===== config.mk =====
export PLATFORM = sky130hd
export DESIGN_NAME = tx_pkt_arbiter
export DESIGN_NICKNAME = d
export VERILOG_FILES = /design/src/rtl/tx_pkg.sv /design/src/rtl/rr_pick.sv /design/src/rtl/tx_pkt_arbiter.sv
export SDC_FILE = /design/constraint.sdc
export NUM_CORES = 1
export LEC_CHECK = 0
export ABC_AREA = 0
export BUFFER_PORTS_ARGS = -buffer_cell sky130_fd_sc_hd__buf_4
export CAP_MARGIN = 30
export CORE_AREA = 2 2 386 388
export CTS_CLUSTER_DIAMETER = 40
export DETAILED_ROUTE_END_ITERATION = 16
export DIE_AREA = 0 0 388 390
export PLACE_DENSITY = 0.33
export SETUP_SLACK_MARGIN = 0.02
export SLEW_MARGIN = 15
export SYNTH_ARGS = -nofsm -noshare
export SYNTH_HDL_FRONTEND = slang
export SYNTH_HIERARCHICAL = 1
export SYNTH_SLANG_ARGS = --single-unit

===== constraint.sdc =====
create_clock -name clk -period 3.3 [get_ports clk]
set_input_delay 0.165 -clock clk [delete_from_list [all_inputs] [get_ports clk]]
set_output_delay 0.165 -clock clk [all_outputs]
set_load 0.02 [all_outputs]

===== src/rtl/tx_pkg.sv =====
// Shared constants and types for the transaction-layer tx path.
package tx_pkg;
    localparam int TX_DATA_W     = 128;
    localparam int TX_KEEP_W     = TX_DATA_W / 8;
    localparam int TX_BYTE_NUM_W = 13;
    localparam int TX_CONN_ID_W  = 4;
    localparam int TX_USER_W     = TX_BYTE_NUM_W + TX_CONN_ID_W;
    localparam int TX_NUM_SRC    = 5;
    localparam int TX_IDX_W      = 3;

    localparam int SRC_BARRIER = 0;
    localparam int SRC_B       = 1;
    localparam int SRC_R       = 2;
    localparam int SRC_AR      = 3;
    localparam int SRC_AW      = 4;

    typedef enum logic [0:0] {
        ARB_IDLE = 1'b0,
        ARB_XFER = 1'b1
    } arb_state_e;

    function automatic logic [TX_IDX_W-1:0] wrap_inc(input logic [TX_IDX_W-1:0] idx,
                                                     input logic [TX_IDX_W-1:0] last_idx);
        logic [TX_IDX_W-1:0] nxt;
        if (idx == last_idx) begin
            nxt = '0;
        end else begin
            nxt = idx + TX_IDX_W'(1);
        end
        return nxt;
    endfunction
endpackage


===== src/rtl/rr_pick.sv =====
// Combinational round-robin search: first set bit of req scanning upward
// from ptr and wrapping at N.
module rr_pick #(
    parameter int N = 5,
    parameter int W = 3
) (
    input  logic [N-1:0] req,
    input  logic [W-1:0] ptr,
    output logic [W-1:0] idx,
    output logic         found
);
    logic [W:0]   sum_s;
    logic [W-1:0] cand_s;

    // Walk candidates in rotated order; the first requester wins.
    always_comb begin
        idx    = '0;
        found  = 1'b0;
        sum_s  = '0;
        cand_s = '0;
        for (int k = 0; k < N; k++) begin
            sum_s = {1'b0, ptr} + (W+1)'(k);
            if (sum_s >= (W+1)'(N)) begin
                cand_s = W'(sum_s - (W+1)'(N));
            end else begin
                cand_s = sum_s[W-1:0];
            end
            if (!found && req[cand_s]) begin
                found = 1'b1;
                idx   = cand_s;
            end else begin
                found = found;
                idx   = idx;
            end
        end
    end
endmodule


===== src/rtl/tx_pkt_arbiter.sv =====
// Packet-granular arbiter merging the tx sources into one registered stream:
// strict-priority barrier with a starvation guard, round-robin for the rest.
module tx_pkt_arbiter
    import tx_pkg::*;
#(
    parameter int NUM_SRC    = TX_NUM_SRC,
    parameter int DATA_W     = TX_DATA_W,
    parameter int KEEP_W     = TX_KEEP_W,
    parameter int USER_W     = TX_USER_W,
    parameter int PRIO_IDX   = SRC_BARRIER,
    parameter int STARVE_MAX = 8
) (
    input  logic                        clk,
    input  logic                        resetn,
    input  logic [NUM_SRC-1:0]          s_valid,
    output logic [NUM_SRC-1:0]          s_ready,
    input  logic [NUM_SRC*DATA_W-1:0]   s_data,
    input  logic [NUM_SRC*KEEP_W-1:0]   s_keep,
    input  logic [NUM_SRC-1:0]          s_last,
    input  logic [NUM_SRC*USER_W-1:0]   s_user,
    output logic                        m_valid,
    input  logic                        m_ready,
    output logic [DATA_W-1:0]           m_data,
    output logic [KEEP_W-1:0]           m_keep,
    output logic                        m_last,
    output logic [USER_W-1:0]           m_user,
    output logic [2:0]                  grant_idx,
    output logic                        busy
);
    localparam int IDX_W = TX_IDX_W;
    localparam int CNT_W = $clog2(STARVE_MAX + 1);
    localparam logic [NUM_SRC-1:0] PRIO_MASK  = NUM_SRC'(1) << PRIO_IDX;
    localparam logic [IDX_W-1:0]   PRIO_SEL   = IDX_W'(PRIO_IDX);
    localparam logic [IDX_W-1:0]   LAST_SRC   = IDX_W'(NUM_SRC - 1);
    localparam logic [CNT_W-1:0]   STARVE_LIM = CNT_W'(STARVE_MAX);

    arb_state_e          state_q, state_d;
    logic [IDX_W-1:0]    grant_q, grant_d;
    logic [IDX_W-1:0]    rr_ptr_q, rr_ptr_d;
    logic [CNT_W-1:0]    starve_cnt_q, starve_cnt_d;
    logic                m_valid_q, m_valid_d;
    logic [DATA_W-1:0]   m_data_q, m_data_d;
    logic [KEEP_W-1:0]   m_keep_q, m_keep_d;
    logic                m_last_q, m_last_d;
    logic [USER_W-1:0]   m_user_q, m_user_d;

    logic [NUM_SRC-1:0]  req_np_s;
    logic                others_s;
    logic                prio_win_s;
    logic [IDX_W-1:0]    pick_idx_s;
    logic                pick_found_s;
    logic                ld_s;
    logic                acc_s;
    logic                sel_valid_s;
    logic                sel_last_s;
    logic [DATA_W-1:0]   sel_data_s;
    logic [KEEP_W-1:0]   sel_keep_s;
    logic [USER_W-1:0]   sel_user_s;

    assign req_np_s   = s_valid & ~PRIO_MASK;
    assign others_s   = |req_np_s;
    assign prio_win_s = s_valid[PRIO_IDX] & ((starve_cnt_q < STARVE_LIM) | ~others_s);
    assign ld_s       = ~m_valid_q | m_ready;

    rr_pick #(
        .N (NUM_SRC),
        .W (IDX_W)
    ) u_rr_pick (
        .req   (req_np_s),
        .ptr   (rr_ptr_q),
        .idx   (pick_idx_s),
        .found (pick_found_s)
    );

    // AND-OR mux of the granted source's slices.
    always_comb begin
        sel_valid_s = 1'b0;
        sel_last_s  = 1'b0;
        sel_data_s  = '0;
        sel_keep_s  = '0;
        sel_user_s  = '0;
        for (int i = 0; i < NUM_SRC; i++) begin
            sel_valid_s = sel_valid_s | (s_valid[i] & (grant_q == IDX_W'(i)));
            sel_last_s  = sel_last_s  | (s_last[i]  & (grant_q == IDX_W'(i)));
            sel_data_s  = sel_data_s  | (s_data[i*DATA_W +: DATA_W] & {DATA_W{grant_q == IDX_W'(i)}});
            sel_keep_s  = sel_keep_s  | (s_keep[i*KEEP_W +: KEEP_W] & {KEEP_W{grant_q == IDX_W'(i)}});
            sel_user_s  = sel_user_s  | (s_user[i*USER_W +: USER_W] & {USER_W{grant_q == IDX_W'(i)}});
        end
    end

    // Arbitration FSM next state and output-stage load/drain.
    always_comb begin
        state_d      = state_q;
        grant_d      = grant_q;
        rr_ptr_d     = rr_ptr_q;
        starve_cnt_d = starve_cnt_q;
        m_valid_d    = m_valid_q;
        m_data_d     = m_data_q;
        m_keep_d     = m_keep_q;
        m_last_d     = m_last_q;
        m_user_d     = m_user_q;
        s_ready      = '0;
        acc_s        = 1'b0;
        case (state_q)
            ARB_IDLE: begin
                if (prio_win_s || pick_found_s) begin
                    state_d = ARB_XFER;
                    if (prio_win_s) begin
                        grant_d = PRIO_SEL;
                        if (!others_s) begin
                            starve_cnt_d = '0;
                        end else if (starve_cnt_q < STARVE_LIM) begin
                            starve_cnt_d = starve_cnt_q + CNT_W'(1);
                        end else begin
                            starve_cnt_d = STARVE_LIM;
                        end
                    end else begin
                        grant_d      = pick_idx_s;
                        rr_ptr_d     = wrap_inc(pick_idx_s, LAST_SRC);
                        starve_cnt_d = '0;
                    end
                end else begin
                    state_d = ARB_IDLE;
                end
            end
            ARB_XFER: begin
                s_ready = ld_s ? (NUM_SRC'(1) << grant_q) : '0;
                acc_s   = sel_valid_s & ld_s;
                if (acc_s && sel_last_s) begin
                    state_d = ARB_IDLE;
                end else begin
                    state_d = ARB_XFER;
                end
            end
            default: begin
                state_d = ARB_IDLE;
            end
        endcase

        // Output register holds while stalled; drains even after the packet ends.
        if (acc_s) begin
            m_valid_d = 1'b1;
            m_data_d  = sel_data_s;
            m_keep_d  = sel_keep_s;
            m_last_d  = sel_last_s;
            m_user_d  = sel_user_s;
        end else if (m_ready) begin
            m_valid_d = 1'b0;
        end else begin
            m_valid_d = m_valid_q;
        end
    end

    // State, arbitration bookkeeping and output stage registers.
    always_ff @(posedge clk or negedge resetn) begin
        if (!resetn) begin
            state_q      <= ARB_IDLE;
            grant_q      <= '0;
            rr_ptr_q     <= '0;
            starve_cnt_q <= '0;
            m_valid_q    <= 1'b0;
            m_data_q     <= '0;
            m_keep_q     <= '0;
            m_last_q     <= 1'b0;
            m_user_q     <= '0;
        end else begin
            state_q      <= state_d;
            grant_q      <= grant_d;
            rr_ptr_q     <= rr_ptr_d;
            starve_cnt_q <= starve_cnt_d;
            m_valid_q    <= m_valid_d;
            m_data_q     <= m_data_d;
            m_keep_q     <= m_keep_d;
            m_last_q     <= m_last_d;
            m_user_q     <= m_user_d;
        end
    end

    assign m_valid   = m_valid_q;
    assign m_data    = m_data_q;
    assign m_keep    = m_keep_q;
    assign m_last    = m_last_q;
    assign m_user    = m_user_q;
    assign grant_idx = grant_q;
    assign busy      = (state_q == ARB_XFER);
endmodule

# After elaboration in Yosys (flattened, before gate mapping)
# Index checks and enable logic that the tools add are counted.
[word_totals]
ff_bits = 174
latch_bits = 0
ramBits = 0
rom_bits = 0
inputBits = 818
output_inout_bits = 172
mem_count = 0
[classes]
n_addsub = 11
n_mul = 0
n_div = 0
order_cmp = 11
n_eq_ne = 5
shifts = 1
mux = 38
bitwise = 53
reduce_logical = 15
[op_table]
columns = ["cell", "n"]
rows = [
  ["$and A128 B128 Y128", 5],
  ["$or A128 B128 Y128", 4],
  ["$and A17 B17 Y17", 5],
  ["$and A16 B16 Y16", 5],
  ["$or A17 B17 Y17", 4],
  ["$or A16 B16 Y16", 4],
  ["$mux W3", 12],
  ["$lt A3 B4 Y1 const B", 5],
  ["$ge A4 B3 Y1 const B", 4],
  ["$bmux W1 S3", 5],
  ["$mux W1", 15],
  ["$sub A3 B3 Y3 const B", 5],
  ["$and A1 B1 Y1", 12],
  ["$mux W4", 3],
  ["$mux W5", 2],
  ["$or A1 B1 Y1", 10],
  ["$add A3 B2 Y4 const B", 2],
  ["$eq A3 B2 Y1 const B", 2],
  ["$eq A3 B3 Y1 const B", 2],
  ["$logic_and A1 B1 Y1", 5],
  ["$shl A1 B3 Y5 const A", 1],
  ["$add A3 B1 Y4 const B", 1],
  ["$add A3 B3 Y4 const B", 1],
  ["$add A4 B1 Y4 const B", 1],
  ["13 further kinds", 19],
]

# Depth between registers and ports, before layout
# Gate-level depths: netlist of run 1.
[depth]
word_depth = 20
ltp_mapped = 17

# By module
# Netlist of run 1, hierarchy kept.
[by_module_without_submodules]
columns = ["module", "instances", "cells_each", "area_per_inst_um2"]
rows = [
  ["tx_pkt_arbiter", 1, 996, 12386.9],
  ["rr_pick", 1, 135, 1094.8],
]

# Worst setup path after synthesis of run 1
# No wires, ideal clock.
[synth_timing]
path_kind = "register to register"
from = "register rr_ptr_q[0]"
to = "register rr_ptr_q[1]"
setup_ps = 125
t_arrival_ps = 3527
setup_slack_ps = -352
stages_incl_launch_ff = 16
path_buffers = 1
cell_sequence = "dfrtp_1 > buf_4 > inv_4 > ha_1 > inv_1 > fa_1 > a21oi_2 > mux2i_2 > mux2i_1 > nor3b_4 > or3_1 > nor4b_4 > a311o_1 > inv_1 > ha_1 > mux2_2"
[synth_between]
elab_chain_cells = 19
elab_cells_between_ends = 52
[synth_rtl]
columns = ["item", "line", "source"]
rows = [
  ["from (decl)", "tx_pkt_arbiter.sv:39", "logic [IDX_W-1:0] rr_ptr_q, rr_ptr_d;"],
  ["from (signal assigned)", "tx_pkt_arbiter.sv:169", "rr_ptr_q <= rr_ptr_d;"],
  ["parallel branches: the longest is 16 deep, another holds $add A3 B1 Y4", "-", ""],
  ["$mux W3 *", "rr_pick.sv:28", "if (!found && req[cand_s]) begin"],
  ["net pick_idx_s[1]", "tx_pkt_arbiter.sv:50", "logic [IDX_W-1:0] pick_idx_s;"],
  ["$add A3 B1 Y3 / $eq A3 B3 Y1 (equally long branches)", "tx_pkg.sv:28, tx_pkg.sv:25", ""],
  ["$mux W3 *", "tx_pkg.sv:25", "if (idx == last_idx) begin"],
]
# Mark *: on every way through the listed nets, which the timed path passes. The select of a mux whose other input is x is not followed.
# A chain may end at the register's enable or synchronous reset.

# Worst setup path after layout of run 1
[layout_timing]
from = "register rr_ptr_q[0]"
to = "register rr_ptr_q[2]"
# Same word-level chain as after synthesis.

==> impl_metrics.csv, run 1 <==
group,metric,value,unit
placed_design,routabilityCongestion,0.804,
placed_design,port-buffer-count,989,
min_path,min_delay_worst_endpoint,"m_data[60]",
pwr,finalPower,22.5,mW
yosys,synth_edf_count,0,
route,post-route-drc-count,0,
pwr,power.leakage,11.4,nW
clocking,cts-root-buf,"clkbuf_16",
clocking,clkSinkCount,174,
worst_setup_path,reg2reg_depth,16,
yosys,yosysTopAreaCell,"dfrtp_1",
sta,period_needed,3.47,ns
layout,multi_input_area,0.00868,mm²
layout,mostFrequentLayoutCells,"1066 x buf_4, 183 x dlygate4sd3_1, 169 x dfrtp_1, 122 x mux2i_1, 97 x mux2_2",
yosys,synth_ff_type,"dfrtp_1",
global_routing,grt_pass1_wl,140,mm
worst_setup_path,arrival,3.92,ns
layout,nets,3137,
sta,drv_slew,0,
route,drt_wl_total,105,mm
worst_setup_path,slowest_delay,0.50,ns
route,vias,15200,
global_routing,grt_pass1_vias,16500,
route,drt.antenna.violating_nets,0,
layout,drive_above_1_share,60.7,%
die,die_x,388,µm
clocking,cts_max_level,4,
worst_setup_path,critPathKind,"flip-flop to flip-flop",
worst_setup_path,cp_max_fo,7,
global_routing,grt_overflow,0,
yosys,yosysUniqueCellTypes,76,
sta,skew,0.0159,ns
yosys,synth.area.top_cells,"dfrtp_1 32%, mux4_2 11%, mux2i_1 9.1%",
clocking,cts_tree,"done",
sta,hold_violations,0,
clocking,clockBufferDepth,2,
worst_setup_path,cp_top_family,"simple AND/OR/NAND/NOR gates",
worst_setup_path,crit_buf_inv,3,
min_path,hold_path_depth,3,
die,die_h,390,µm
global_routing,grt_max_degree,84,
sta,post-route-period-util,105,%
worst_setup_path,cp_slowest_cell,"fa_2",
clocking,path_clk_slew,0.09,ns
die,core.rowCount,141,
placed_design,place_area,0.0237,mm²
yosys,yosysSeqAreaShare,32.3,%
sta,timing.fmax,288,MHz
die,start_util,9.16,%
sta,fin_ws,-0.171,ns
yosys,synthArstFlopShare,100,%
clocking,worstSkewPairLatency,0.52,ns
route,viasPerCell,3.57,
sta,rsz0062_at_grt,"true",
min_path,min-delay-start,"s_data[316]",
outcome,status,"complete, but fails checks",
yosys,synth_warnings,6,
worst_setup_path,r2r_slack,-0.17,ns
min_path,hold_path_class,"input port to flip-flop",
die,ios,990,
global_routing,grtUsageTotal,13.4,%
global_routing,antenna_found_initial,39,
die,coreArea,0.147,mm²
yosys,avgSynthCellArea,11.9,µm²
die,dieArea,0.151,mm²
yosys,synth-seq-cells,174,
layout,regArea,0.00437,mm²
pwr,power_density,855,mW/mm²
worst_setup_path,worstReg2RegEnd,"rr_ptr_q[2]",
clocking,numCtsBuffers,17,
worst_setup_path,worst-path-stages,16,
sta,finalSetupViolations,3,
yosys,syn_inst,1131,
worst_setup_path,crit_chain,"inv_8 > ha_4 > inv_2 > fa_2 > o21ba_1 > or2_1 > and3_1 > o21a_4 > or3_4 > nor4b_4 > a311o_1 > inv_1 > ha_2 > nor3_2 > a21oi_2 > a21oi_1",
placed_design,dp_slack,-0.261,ns
pwr,ir_worst_vdd,0.549,mV
sta,relSlewSlack,38.7,%
placed_design,dp.final_hpwl,85.2,mm
run,maxCapViolations,0,
layout,final_common_cell,"buf_4",
route,wl_per_cell,24.7,µm
worst_setup_path,critPathLaunchType,"flip-flop",
worst_setup_path,required,3.75,ns
layout,fin_area,0.0263,mm²
layout,fillers,16600,
yosys,syn_area,0.0135,mm²
route,first_iter_violations,544,
worst_setup_path,timing.rr.start,"rr_ptr_q[0]",
worst_setup_path,cp-end-kind,"flip-flop",
yosys,netlist.area_leader.share,32.3,%
layout,post-route-util,17.9,%
layout,syn_to_final_growth,95.2,%
sta,worstMarginPinSlew,0.920,ns
outcome,violations,"setup timing",
route,dr.pass1.iters,7,
state kept, by name, indices dropped and copies added (netlist names):
name,flops
m_user,17
m_data,128
starve_cnt_q,4
grant_idx,3
m_valid,1
m_keep,16
m_last,1
busy,1
rr_ptr_q,3
worst register-to-register path, delay by kind of cell (launching register included):
kind | cells | cell delay, ns
flops | 1 | 0.47
simple gates | 5 | 1.21
compound gates | 5 | 0.75
fa+ha+maj | 3 | 0.80
buf+inv | 3 | 0.17
worst max-delay path by stage:
stage | slack, ns | start | to
final | -0.17 | rr_ptr_q[0] | rr_ptr_q[2]
after global routing | -0.34 | rr_ptr_q[0] | rr_ptr_q[2]
after CTS | -0.17 | rr_ptr_q[0] | rr_ptr_q[2]
after detailed placement | -0.26 | rr_ptr_q[1] | rr_ptr_q[2]
after global placement | -0.29 | rr_ptr_q[1] | rr_ptr_q[2]
after floorplan | -0.19 | rr_ptr_q[0] | rr_ptr_q[1]
cell type report:
type,count,area share (%)
repair buffers,1267,38.7
multi-input cells,832,33.0
flip-flops and latches,174,16.6
well taps,1930,9.18
clock buffers,17,1.62
clock inverters,15,0.661
inverters,15,0.252
diodes,8,0.0761
kinds of logic after synthesis:
kind of cell / count (synthesis) / share of synthesized area, %
simple gates: 120 / 5.10
fa+ha+maj: 12 / 1.17
compound gates: 329 / 19.7
flops: 174 / 32.3
mux: 360 / 36.5
xor+xnor: 7 / 0.455
buf+inv: 128 / 4.70
other cells: 1 / 0.0278
routing by layer:
metal  part of all wire [%]  global-route usage, %  wire length, µm
met1                     41                   16.3            43700
met2                     49                   22.9            51800
met3                    7.0                   4.40             7410
met4                    2.2                   3.25             2280
met5                  0.081                      0               85
what timing repair did:
action / 4_1_cts / 5_1_grt
resized for setup: 11 / 12
buffers inserted: 5 / 6
setup endpoints to repair: 10 / 10
pin swaps: 7 / 4
hold endpoints to repair: 208 / 0
cloned: 0 / 0
hold buffers: 183 / 0
synthesized netlist by cell type, drive strengths merged, types with 6 or more instances:
cell	n
mux2	168
a21oi	46
clkbuf	53
a221o	61
mux4	68
xnor2	7
nor4	6
ha	11
mux2i	124
a211oi	6
o21ai	16
a22o	70
a22oi	15
o22ai	33
nor2	47
nor3	12
nand2	20
o2bb2ai	60
buf	60
dfrtp	174
inv	15
through the flow:
step / instances / TNS, ns / hold slack, ns
floorplan: 1134 / -0.470 / -0.131
global placement: 4024 / -0.723 / 0.265
detailed placement: 4024 / -0.753 / 0.281
CTS: 4244 / -0.436 / 0.000832
global route: 4252 / -1.05 / 0.0168
finish: 4258 / -0.468 / 0.0583
report_power, final:
| group | leakage, nW | internal, mW | switching (mW) |
|---|---|---|---|
| combinational | 9.09 | 8.12 | 8.09 |
| sequential | 2.07 | 3.27 | 0.730 |
| clock | 0.284 | 1.08 | 1.22 |
| total | 11.4 | 12.5 | 10.0 |
Power figures use the tool's default switching activity.
==> run 2, diff against run 1 <==
--- a/config.mk
+++ b/config.mk
@@ -8,11 +8,11 @@
 export ABC_AREA = 0
 export BUFFER_PORTS_ARGS = -buffer_cell sky130_fd_sc_hd__buf_4
 export CAP_MARGIN = 30
-export CORE_AREA = 2 2 386 388
+export CORE_AREA = 2 2 391 393
 export CTS_CLUSTER_DIAMETER = 40
 export DETAILED_ROUTE_END_ITERATION = 16
-export DIE_AREA = 0 0 388 390
-export PLACE_DENSITY = 0.33
+export DIE_AREA = 0 0 393 395
+export PLACE_DENSITY = 0.32
 export SETUP_SLACK_MARGIN = 0.02
 export SLEW_MARGIN = 15
 export SYNTH_ARGS = -nofsm -noshare
==> constraint.sdc (replaced) <==
create_clock -name clk -period 4.4 [get_ports clk]
set_input_delay 0.22 -clock clk [delete_from_list [all_inputs] [get_ports clk]]
set_output_delay 0.22 -clock clk [all_outputs]
set_load 0.02 [all_outputs]
==> impl_metrics.csv, run 2 (synthesis gave the netlist of run 1 again) <==
group,metric,value,unit
outcome,status,"completed",
worst_setup_path,crit_buf_inv,3,
worst_setup_path,cp_max_fo,10,
worst_setup_path,cp_top_family,"simple AND/OR/NAND/NOR gates",
placed_design,dp.final_hpwl,89.7,mm
clocking,cts-root-buf,"clkbuf_16",
pwr,power.leakage,10.8,nW
placed_design,place_area,0.0233,mm²
clocking,clockBufferDepth,2,
route,viasPerCell,3.47,
worst_setup_path,critPathKind,"flip-flop to flip-flop",
layout,mostFrequentLayoutCells,"1014 x buf_4, 171 x dfrtp_1, 123 x mux2i_1, 104 x dlygate4sd3_1, 98 x mux2_2",
sta,period_needed,3.87,ns
clocking,cts_tree,"done",
die,dieArea,0.155,mm²
layout,final_common_cell,"buf_4",
pwr,power_density,624,mW/mm²
sta,post-route-period-util,87.9,%
route,dr.pass1.iters,5,
clocking,path_clk_slew,0.10,ns
clocking,post_cts_buffers,0,
worst_setup_path,r2r_slack,0.53,ns
route,wl_per_cell,25.7,µm
min_path,hold_path_class,"input port to flip-flop",
worst_setup_path,required,4.85,ns
worst_setup_path,critPathLaunchType,"flip-flop",
worst_setup_path,crit_chain,"inv_1 > ha_1 > inv_2 > mux2i_2 > mux2i_1 > nor3b_4 > or3_1 > nor4b_4 > a311o_1 > inv_1 > ha_1 > nor3_1 > a21oi_1 > a21oi_1",
sta,relSlewSlack,34.1,%
worst_setup_path,worstReg2RegEnd,"rr_ptr_q[2]",
die,die_h,395,µm
clocking,worstSkewPairLatency,0.53,ns
clocking,clkSinkCount,174,
sta,hold_violations,0,
worst_setup_path,slowest_delay,0.57,ns
clocking,post_cts_resized,0,
placed_design,port-buffer-count,989,
die,ios,990,
layout,largest_reg_flops,128,
sta,worstMarginPinSlew,0.989,ns
worst_setup_path,cp-end-kind,"flip-flop",
worst_setup_path,worst-path-stages,14,
sta,drv_slew,0,
sta,skew,0.0208,ns
die,die_x,393,µm
worst_setup_path,arrival,4.32,ns
die,core.rowCount,143,
route,post-route-drc-count,0,
min_path,min-delay-start,"s_data[617]",
global_routing,grt_max_degree,98,
global_routing,grt_pass1_wl,142,mm
layout,nets,2998,
min_path,hold_path_depth,3,
layout,fin_area,0.0250,mm²
global_routing,grtUsageTotal,13.6,%
pwr,ir_worst_vdd,0.408,mV
route,vias,14600,
die,start_util,8.92,%
sta,tns,0,ns
run,maxCapViolations,0,
worst_setup_path,cp_slowest_cell,"ha_1",
global_routing,antenna_found_initial,44,
clocking,cts_hold_buf,104,
route,first_iter_violations,760,
min_path,min_delay_worst_endpoint,"m_data[105]",
clocking,cts_max_level,4,
worst_setup_path,timing.rr.start,"rr_ptr_q[1]",
layout,drive_above_1_share,60.8,%
route,drt_wl_total,109,mm
route,drt.antenna.violating_nets,0,
layout,syn_to_final_growth,85.6,%
worst_setup_path,reg2reg_depth,14,
sta,finalSetupViolations,0,
global_routing,grt_overflow,0,
sta,timing.fmax,259,MHz
clocking,numCtsBuffers,17,
global_routing,grt_pass1_vias,15700,
placed_design,routabilityCongestion,0.806,
sta,rsz0062_at_grt,"false",
die,coreArea,0.151,mm²
-- run 2: where the power goes --
group,switching (mW),leakage [nW],internal [mW],total (mW)
Sequential,0.587,2.07,2.45,3.03
Combinational,5.68,8.42,5.12,10.8
Clock,0.903,0.300,0.873,1.78
Total,7.17,10.8,8.44,15.6
-- run 2: layout make-up --
cell class	count	area (µm²)
timing repair buffer	1128	8850
sequential	174	4370
antenna	16	40.0
tap	2030	2540
clock inverter	15	191
inverter	15	61.3
fill	17100	126000
multi-input combinational	832	8550
clock buffer	17	425
-- run 2: how the worst max path moves through the flow --
stage	end	startpoint
floorplan	rr_ptr_q[1]	rr_ptr_q[0]
global placement	rr_ptr_q[2]	rr_ptr_q[1]
detailed placement	rr_ptr_q[2]	rr_ptr_q[2]
CTS	rr_ptr_q[2]	rr_ptr_q[1]
global route	rr_ptr_q[2]	rr_ptr_q[1]
finish	rr_ptr_q[2]	rr_ptr_q[1]
-- run 2: routing by layer --
layer  routed length [µm]  GRT usage, %  part of all wire (%)  up-vias
met5                   69             0                 0.063        -
met1                44200          16.0                    41     7333
met2                53400          22.9                    49      592
li1                     -             -                     -     6623
met3                 8450          4.67                   7.8       87
met4                 2580          4.43                   2.4       12
-- run 2: per-stage QoR --
step | utilization [%] | setup WS, ns | power (mW) | cells | hold slack (ns)
floorplan | - | 0.748 | 9.41 | 1134 | -0.0756
global placement | 15.4 | 0.557 | 14.0 | 4074 | 0.247
detailed placement | 15.4 | 0.544 | 13.9 | 4075 | 0.244
CTS | 16.5 | 0.497 | 16.1 | 4211 | 0.000658
global route | 16.5 | 0.249 | 16.8 | 4221 | 0.0127
finish | 16.5 | 0.534 | 15.6 | 4227 | 0.0745
-- run 2: worst register-to-register path, stage by stage, from the launching register on --
cell	delay (ns)
dfrtp_1	0.54
inv_1	0.19
ha_1	0.57
inv_2	0.19
mux2i_2	0.28
mux2i_1	0.32
nor3b_4	0.11
or3_1	0.43
nor4b_4	0.30
a311o_1	0.23
inv_1	0.06
ha_1	0.19
nor3_1	0.18
a21oi_1	0.06
a21oi_1	0.14
==> run 3, diff against run 2 <==
--- a/config.mk
+++ b/config.mk
@@ -8,10 +8,11 @@
 export ABC_AREA = 0
 export BUFFER_PORTS_ARGS = -buffer_cell sky130_fd_sc_hd__buf_4
 export CAP_MARGIN = 30
-export CORE_AREA = 2 2 391 393
+export CORE_AREA = 2 2 388 390
 export CTS_CLUSTER_DIAMETER = 40
 export DETAILED_ROUTE_END_ITERATION = 16
-export DIE_AREA = 0 0 393 395
+export DIE_AREA = 0 0 390 392
+export MAX_ROUTING_LAYER = met4
 export PLACE_DENSITY = 0.32
 export SETUP_SLACK_MARGIN = 0.02
 export SLEW_MARGIN = 15
==> impl_metrics.csv, run 3 (synthesis gave the netlist of run 1 again) <==
group,metric,value,unit
sta,period_needed,3.84,ns
placed_design,dp.final_hpwl,87.8,mm
sta,skew,0.0197,ns
worst_setup_path,cp-end-kind,"flip-flop",
sta,hold_slack,0.0401,ns
worst_setup_path,cp_slowest_cell,"ha_1",
route,post-route-drc-count,0,
route,drt_wl_total,108,mm
die,die_h,392,µm
pwr,finalPower,15.7,mW
worst_setup_path,r2r_slack,0.56,ns
worst_setup_path,critPathLaunch,"rr_ptr_q[1]",
die,die_x,390,µm
sta,drv_slew,0,
route,first_iter_violations,685,
clocking,clkSinkCount,174,
worst_setup_path,crit_buf_inv,3,
layout,drive_above_1_share,60.7,%
sta,finalSetupViolations,0,
worst_setup_path,reg2reg_depth,14,
layout,post-route-util,16.7,%
worst_setup_path,arrival,4.29,ns
pwr,ir_worst_vdd,0.389,mV
layout,nets,2999,
worst_setup_path,critPathKind,"flip-flop to flip-flop",
worst_setup_path,cp_max_fo,10,
sta,post-route-period-util,87.3,%
run,maxCapViolations,0,
placed_design,port-buffer-count,989,
worst_setup_path,required,4.85,ns
pwr,power.leakage,10.8,nW
route,dr.pass1.iters,7,
clocking,cts_max_level,4,
global_routing,grt_pass1_vias,15700,
die,coreArea,0.149,mm²
pwr,power_density,631,mW/mm²
layout,syn_to_final_growth,84.9,%
die,dieArea,0.153,mm²
global_routing,grt_max_degree,84,
layout,mostFrequentLayoutCells,"1018 x buf_4, 171 x dfrtp_1, 123 x mux2i_1, 103 x dlygate4sd3_1, 98 x mux2_2",
placed_design,routabilityCongestion,0.790,
worst_setup_path,worst-path-stages,14,
clocking,clockBufferDepth,2,
die,ios,990,
route,wl_per_cell,26.0,µm
global_routing,antenna_found_initial,37,
worst_setup_path,slowest_delay,0.59,ns
clocking,cts_tree,"done",
route,vias,14700,
worst_setup_path,worstReg2RegEnd,"rr_ptr_q[2]",
die,core.rowCount,142,
sta,timing.fmax,260,MHz
layout,final_common_cell,"buf_4",
sta,worstMarginPinSlew,1.02,ns
clocking,worstSkewPairLatency,0.53,ns
worst_setup_path,cp_top_family,"simple AND/OR/NAND/NOR gates",
global_routing,grt_overflow,0,
route,viasPerCell,3.55,
die,start_util,9.05,%
outcome,status,"completed",
sta,hold_violations,0,
sta,relSlewSlack,30.0,%
global_routing,grt_pass1_wl,140,mm
route,drt.antenna.violating_nets,0,
layout,largest_reg_flops,128,
clocking,path_clk_slew,0.09,ns
global_routing,grtUsageTotal,13.9,%
sta,tns,0,ns
worst_setup_path,critPathLaunchType,"flip-flop",
worst_setup_path,worstSetupEndpoint,"rr_ptr_q[2]",
worst_setup_path,timing.rr.start,"rr_ptr_q[1]",
clocking,cts-root-buf,"clkbuf_16",
sta,rsz0062_at_grt,"false",
worst_setup_path,crit_chain,"inv_1 > ha_1 > inv_2 > mux2i_2 > mux2i_1 > nor3b_4 > or3_1 > nor4b_4 > a311o_1 > inv_1 > ha_1 > nor3_1 > a21oi_1 > a21oi_1",
clocking,numCtsBuffers,17,
min_path,hold_path_class,"input port to flip-flop",
[run 3: cell types whose count changed in the layout (fill, tap and decap cells not counted), sizes merged, moves of 2 or more]
cell	before	now
clkinv	0	3
clkbuf	17	19
bufinv	2	4
diode	16	23
buf	1024	1026
inv	26	20
[run 3: worst min-delay path by stage]
stage | start | endpoint | slack (ns) | cells past startpoint
2_1_floorplan | resetn | busy | -0.08 | 0
3_3_place_gp | resetn | m_user[3] | 0.24 | 1
3_5_place_dp | resetn | m_data[121] | 0.24 | 1
4_1_cts | s_data[260] | m_data[4] | 0.0006 | 3
5_1_grt | s_data[215] | m_data[87] | 0.01 | 3
6_report | m_ready | m_valid | 0.04 | 3
[run 3: area by class of cell]
cell class	instances	area (µm²)
well taps	1944	2430
diodes	23	57.6
inverters	15	61.3
fillers	16700	124000
clock inverters	13	203
repair buffers	1129	8830
flip-flops and latches	174	4370
multi-input cells	832	8550
clock buffers	19	433
[run 3: power breakdown]
group / total (mW) / internal (mW) / switching, mW
sequential: 3.06 / 2.45 / 0.609
clock: 1.82 / 0.966 / 0.856
combinational: 10.9 / 5.12 / 5.73
total: 15.7 / 8.54 / 7.20
[run 3: worst register-to-register path, stage by stage (launching register included)]
cell     delay [ns]
dfrtp_1        0.54
inv_1          0.19
ha_1           0.59
inv_2          0.18
mux2i_2        0.29
mux2i_1        0.31
nor3b_4        0.11
or3_1          0.42
nor4b_4        0.28
a311o_1        0.23
inv_1          0.06
ha_1           0.19
nor3_1         0.19
a21oi_1        0.06
a21oi_1        0.14
[run 3: timing repair]
item | in CTS | in global routing
endpoints found under the hold margin | 144 | 0
hold buffers | 103 | 0
resized for setup | 0 | 0
setup buffers | 0 | 0
[run 3: layer usage]
metal | global-route usage (%) | wire, µm
met1 | 16.0 | 43600
met2 | 23.1 | 54700
met3 | 4.71 | 8050
met4 | 3.65 | 1560
met5 | - | 0
[run 3: stage by stage]
step	cells	cell area, µm²	setup WS [ns]
after floorplan	1134	13500	0.748
after global placement	3991	23200	0.465
after detailed placement	3991	23200	0.578
after CTS	4126	24900	0.548
after global routing	4144	24900	0.255
final	4149	24900	0.559
